--- config.mk ---
export PLATFORM = sky130hd
export DESIGN_NAME = div_result_fmt
export DESIGN_NICKNAME = d
export VERILOG_FILES = /design/src/rtl/div_fmt_pkg.sv /design/src/rtl/bcd_dabble_step.sv /design/src/rtl/div_result_fmt.sv
export SDC_FILE = /design/constraint.sdc
export NUM_CORES = 1
export LEC_CHECK = 0
export ABC_AREA = 1
export CAP_MARGIN = 10
export CORE_MARGIN = 3
export CORE_UTILIZATION = 40
export CTS_BUF_LIST = sky130_fd_sc_hd__clkbuf_4
export DETAILED_ROUTE_END_ITERATION = 6
export GPL_ROUTABILITY_DRIVEN = 0
export SYNTH_ARGS = -nofsm -noshare
export SYNTH_HDL_FRONTEND = slang
export SYNTH_SLANG_ARGS = --single-unit
export TNS_END_PERCENT = 30
--- constraint.sdc ---
create_clock -name clk -period 2.4 [get_ports clk]
set_input_delay 0.48 -clock clk [delete_from_list [all_inputs] [get_ports clk]]
set_output_delay 0.48 -clock clk [all_outputs]
set_load 0.05 [all_outputs]
--- src/rtl/div_fmt_pkg.sv ---
// Shared types and constants for the divider result formatter.
package div_fmt_pkg;

    typedef enum logic [1:0] {
        IDLE  = 2'd0,
        SHIFT = 2'd1,
        HOLD  = 2'd2
    } state_t;

    // Digit shown on every position when the divider reports divide-by-zero
    localparam logic [3:0] ERR_DIGIT   = 4'hE;
    // Display code that blanks a leading-zero tens digit
    localparam logic [3:0] BLANK_DIGIT = 4'hF;

endpackage

--- src/rtl/bcd_dabble_step.sv ---
// One double-dabble step on a two-digit BCD scratch: correct each digit
// that is 5 or more by adding 3, then shift left and insert the next operand bit.
module bcd_dabble_step (
    input  logic [7:0] bcd_in,
    input  logic       bit_in,
    output logic [7:0] bcd_out
);

    function automatic logic [3:0] adjust(input logic [3:0] d);
        adjust = (d >= 4'd5) ? d + 4'd3 : d;
    endfunction

    logic [7:0] adj;

    // Correct both digits, then shift the new bit in at the bottom
    always_comb begin
        adj     = {adjust(bcd_in[7:4]), adjust(bcd_in[3:0])};
        bcd_out = {adj[6:0], bit_in};
    end

endmodule

--- src/rtl/div_result_fmt.sv ---
// Converts a divider's quotient/remainder into two-digit BCD for display.
// A rising edge of done starts a W-cycle double-dabble conversion; the
// digits are then held with valid=1 until the consumer acks.
// Optional build macro DIV_FMT_BLANK_EN: a zero tens digit is shown as the
// blank code instead of 0.
module div_result_fmt
    import div_fmt_pkg::*;
#(
    parameter int W = 4
) (
    input  logic         clk,
    input  logic         rst,
    input  logic         done,
    input  logic         error,
    input  logic [W-1:0] quotient,
    input  logic [W-1:0] remainder,
    input  logic         ack,
    output logic [3:0]   q_hi,
    output logic [3:0]   q_lo,
    output logic [3:0]   r_hi,
    output logic [3:0]   r_lo,
    output logic         err_out,
    output logic         valid,
    output logic         busy,
    output logic         ovr
);

    localparam int CW = $clog2(W + 1);

    state_t        state, state_nx;
    logic          done_d;
    logic          trig;
    logic [W-1:0]  q_sh, r_sh;
    logic [7:0]    q_bcd, r_bcd;
    logic [7:0]    q_bcd_nx, r_bcd_nx;
    logic [CW-1:0] cnt;
    logic          last_step;

    // Tens digit formatting applied when results enter HOLD
    function automatic logic [3:0] tens_fmt(input logic [3:0] d);
`ifdef DIV_FMT_BLANK_EN
        tens_fmt = (d == 4'd0) ? BLANK_DIGIT : d;
`else
        tens_fmt = d;
`endif
    endfunction

    assign trig      = done & ~done_d;
    assign last_step = (cnt == CW'(1));
    assign busy      = (state == SHIFT);
    assign valid     = (state == HOLD);

    bcd_dabble_step u_q_step (
        .bcd_in  (q_bcd),
        .bit_in  (q_sh[W-1]),
        .bcd_out (q_bcd_nx)
    );

    bcd_dabble_step u_r_step (
        .bcd_in  (r_bcd),
        .bit_in  (r_sh[W-1]),
        .bcd_out (r_bcd_nx)
    );

    // Next-state logic: start on a done edge, finish after W steps, leave HOLD on ack
    always_comb begin
        state_nx = state;
        case (state)
            IDLE:    if (trig) state_nx = error ? HOLD : SHIFT;
            SHIFT:   if (last_step) state_nx = HOLD;
            HOLD:    if (ack) state_nx = IDLE;
            default: state_nx = IDLE;
        endcase
    end

    // State register and done edge tracking
    always_ff @(posedge clk or negedge rst) begin
        if (!rst) begin
            state  <= IDLE;
            done_d <= 1'b0;
        end else begin
            state  <= state_nx;
            done_d <= done;
        end
    end

    // Operand capture, conversion steps, digit loading and sticky overrun
    always_ff @(posedge clk or negedge rst) begin
        if (!rst) begin
            q_sh    <= '0;
            r_sh    <= '0;
            q_bcd   <= '0;
            r_bcd   <= '0;
            cnt     <= '0;
            q_hi    <= '0;
            q_lo    <= '0;
            r_hi    <= '0;
            r_lo    <= '0;
            err_out <= 1'b0;
            ovr     <= 1'b0;
        end else begin
            case (state)
                IDLE: begin
                    if (trig) begin
                        if (error) begin
                            q_hi    <= ERR_DIGIT;
                            q_lo    <= ERR_DIGIT;
                            r_hi    <= ERR_DIGIT;
                            r_lo    <= ERR_DIGIT;
                            err_out <= 1'b1;
                        end else begin
                            q_sh  <= quotient;
                            r_sh  <= remainder;
                            q_bcd <= '0;
                            r_bcd <= '0;
                            cnt   <= CW'(W);
                        end
                    end
                end
                SHIFT: begin
                    q_sh  <= q_sh << 1;
                    r_sh  <= r_sh << 1;
                    q_bcd <= q_bcd_nx;
                    r_bcd <= r_bcd_nx;
                    cnt   <= cnt - 1'b1;
                    if (last_step) begin
                        q_hi    <= tens_fmt(q_bcd_nx[7:4]);
                        q_lo    <= q_bcd_nx[3:0];
                        r_hi    <= tens_fmt(r_bcd_nx[7:4]);
                        r_lo    <= r_bcd_nx[3:0];
                        err_out <= 1'b0;
                    end
                    if (trig) ovr <= 1'b1;
                end
                HOLD: begin
                    if (trig) ovr <= 1'b1;
                end
                default: ;
            endcase
        end
    end

endmodule
==> impl_metrics.csv <==
group,metric,value,unit
timing,fin_skew,0.0260,ns
finish,final_cell_mix,"121 x nand2_1, 48 x dfrtp_1, 38 x inv_1, 30 x o21ai_0, 29 x clkdlybuf4s50_1",
clock_tree,cts_tree,"built",
worst_setup_path,r2r-end,"q_bcd[5]",
worst_setup_path,startpoint_type,"flop",
floorplanning,core,0.00599,sq mm
worst_setup_path,crit_family,"buffers and inverters",
clock_tree,cts_root_buf,"clkbuf_4",
floorplanning,chipHeight,85.2,um
yosys,synth_cell_types,24,
worst_setup_path,crit_path_end,"q_lo[0]",
finish,fill_cells,603,
worst_setup_path,reg2reg_slack,0.76,ns
timing,grt_setup_unrepaired,"no",
power,p_per_area,1210,mW/mm^2
routing,drc,0,
floorplanning,io_pins,33,
worst_setup_path,reg2regPathDepth,7,
routing,wirelength,5.13,mm
timing,fmax,489,MHz
yosys,synth_fp_nets,340,
timing,hold_viol_final,0,
worst_setup_path,cp.depth,1,
grt,antenna_found_initial,0,
floorplanning,die_width,85.2,um
timing,layout_setup_ws,0.356,ns
finish,final_common_cell,"nand2_1",
yosys,async_flop_share,100,%
routing,wl_per_cell,12.1,um
worst_setup_path,cp_max_fo,2,
clock_tree,clk_pin_slew_worst_paths,0.16,ns
routing,postRouteAntennaNets,0,
worst_setup_path,cp_cell_sequence,"clkdlybuf4s50_1",
finish,insertedDiodeCount,0,
place,hpwl,3.72,mm
timing,fin_crit_sh,85.2,%
place,numPortBuffers,32,
floorplanning,start_util,41.9,%
yosys,seq_area_frac_synth,47.8,%
worst_setup_path,cp.required,1.92,ns
clock_tree,htree_levels,2,
flow_run,maxCapViolCount,0,
status,status,"finished clean",
yosys,synth_top_flop_cell,"dfrtp_1",
finish,area_growth,18.9,%
grt,grt_pass1_wl,9.15,mm
floorplanning,num_rows,28,
clock_tree,post_cts_buffers,0,
power,p_leak,0.00148,uW
worst_setup_path,end_kind,"primary output",
timing,period_needed,2.04,ns
yosys,synth_edf_count,0,
timing,tns,0,ns
grt,grt_pass1_vias,2066,
power,ir_drop,0.568,mV
hold_path,hp-class,"in2async",
finish,nets,376,
worst_setup_path,cp-startpoint,"q_lo[0]",
timing,tightest_slew,0.501,ns
grt,grt_start_max_net_pins,49,
clock_tree,cts.hold.buffers_added,0,
yosys,synth_cells,314,
worst_setup_path,path_buf_inv,1,
yosys,ys_seq_elements,48,
timing,slew_violations,0,
finish,drive_gt1_share,7.69,%
yosys,netlist_area,0.00251,sq mm
worst_setup_path,crit_type,"reg2out",
timing,maxSlewHeadroom,66.6,%
routing,via_count,2055,
routing,drt_iter0_drc,52,
floorplanning,die-area,0.00727,sq mm
worst_setup_path,arrival,1.56,ns
worst_setup_path,critPathMaxStageDelay,0.81,ns
clock_tree,clk-insertion-delay-late,0.37,ns
yosys,syn_avg_cell_area,8.00,sq um
clock_tree,cts_sinks,48,
grt,grt_usage,15.5,%
clock_tree,cts_buffers,5,
routing,avgViaCountPerCell,4.82,
clock_tree,cts_buffer_depth,2,
clock_tree,cts_resized,0,
routing,first_pass_iters,4,
timing,setup_viol,0,
place,post-place-ws,0.469,ns
worst_setup_path,reg2reg_from,"state[1]",
grt,gr-total-overflow,0,
yosys,yosysWarnings,0,
worst_setup_path,critical-path-slowest-cell,"clkdlybuf4s50_1",
-- worst min path at each step --
stage | startpoint | end | slack, ns | cells past startpoint
after detailed placement | err_out | err_out | 0.47 | 2
after CTS | rst | r_hi[3] | 0.06 | 2
after global routing | rst | r_hi[3] | 0.04 | 2
final | rst | r_hi[3] | 0.05 | 2
after floorplan | rst | cnt[0] | 0.18 | 0
after global placement | err_out | err_out | 0.46 | 2
-- kinds of logic (layout without fill, tap and decap cells) --
logic type	Yosys count	in the layout	share of synthesized area (%)
mux	5	5	1.99
simple gates	159	159	26.9
buf+inv	49	86	8.37
fa+ha+maj	13	13	6.48
flops	48	48	47.8
compound gates	40	40	8.47
-- synthesized netlist by cell type, types with 3 or more instances --
cell	n	area (sq um)
dfrtp_1	48	1200
ha_1	13	163
inv_1	38	143
mux2i_1	5	50.1
nand4_1	7	43.8
o21ai_1	3	15.0
buf_4	4	30.0
nand3_1	22	110
a21oi_1	3	15.0
nand2_1	121	454
o21ai_0	30	150
buf_2	3	15.0
-- layer usage --
layer  up-vias  global-route usage, %  share of wire (%)
li1       1070                      -                  -
met1       946                   19.4                 49
met2        31                   26.8                 47
met3         8                   3.30                3.0
met4         0                   4.75                1.4
met5         -                      0                  0
-- power by group --
group / switching (uW) / internal [uW] / total (uW) / leakage (uW)
logic: 1350 / 667 / 2020 / 0.000835
clock network: 268 / 113 / 381 / 0.0000349
registers: 148 / 1070 / 1220 / 0.000614
-- final cells by class --
type	instances	area, sq um	share of cell area (%)
Sequential cell	48	1200	40.2
Multi-Input combinational cell	217	1100	36.8
Timing Repair Buffer	38	385	12.9
Inverter	40	150	5.03
Tap cell	75	93.8	3.14
Clock buffer	5	37.5	1.26
Clock inverter	3	18.8	0.628
-- through the flow --
stage / area [sq um] / total power [uW] / util, % / cells / hold slack [ns]
6_report: 2990 / 3620 / 49.9 / 426 / 0.0514
2_1_floorplan: 2510 / 2690 / - / 314 / 0.184
5_1_grt: 2990 / 3940 / 49.9 / 426 / 0.0447
4_1_cts: 2980 / 3680 / 49.8 / 426 / 0.0568
3_5_place_dp: 2930 / 3290 / 48.9 / 418 / 0.465
3_3_place_gp: 2930 / 3260 / 48.9 / 418 / 0.459
-- flip-flops by register name, summed over array words and instances, names as in the netlist --
| signal | cells |
|---|---|
| state | 2 |
| q_bcd | 8 |
| r_hi | 4 |
| r_bcd | 8 |
| cnt | 3 |
| q_hi | 4 |
| r_sh | 4 |
| q_lo | 4 |
| r_lo | 4 |
| q_sh | 4 |
| done_d | 1 |
| err_out | 1 |
| ovr | 1 |
Power figures use the tool's default switching activity.
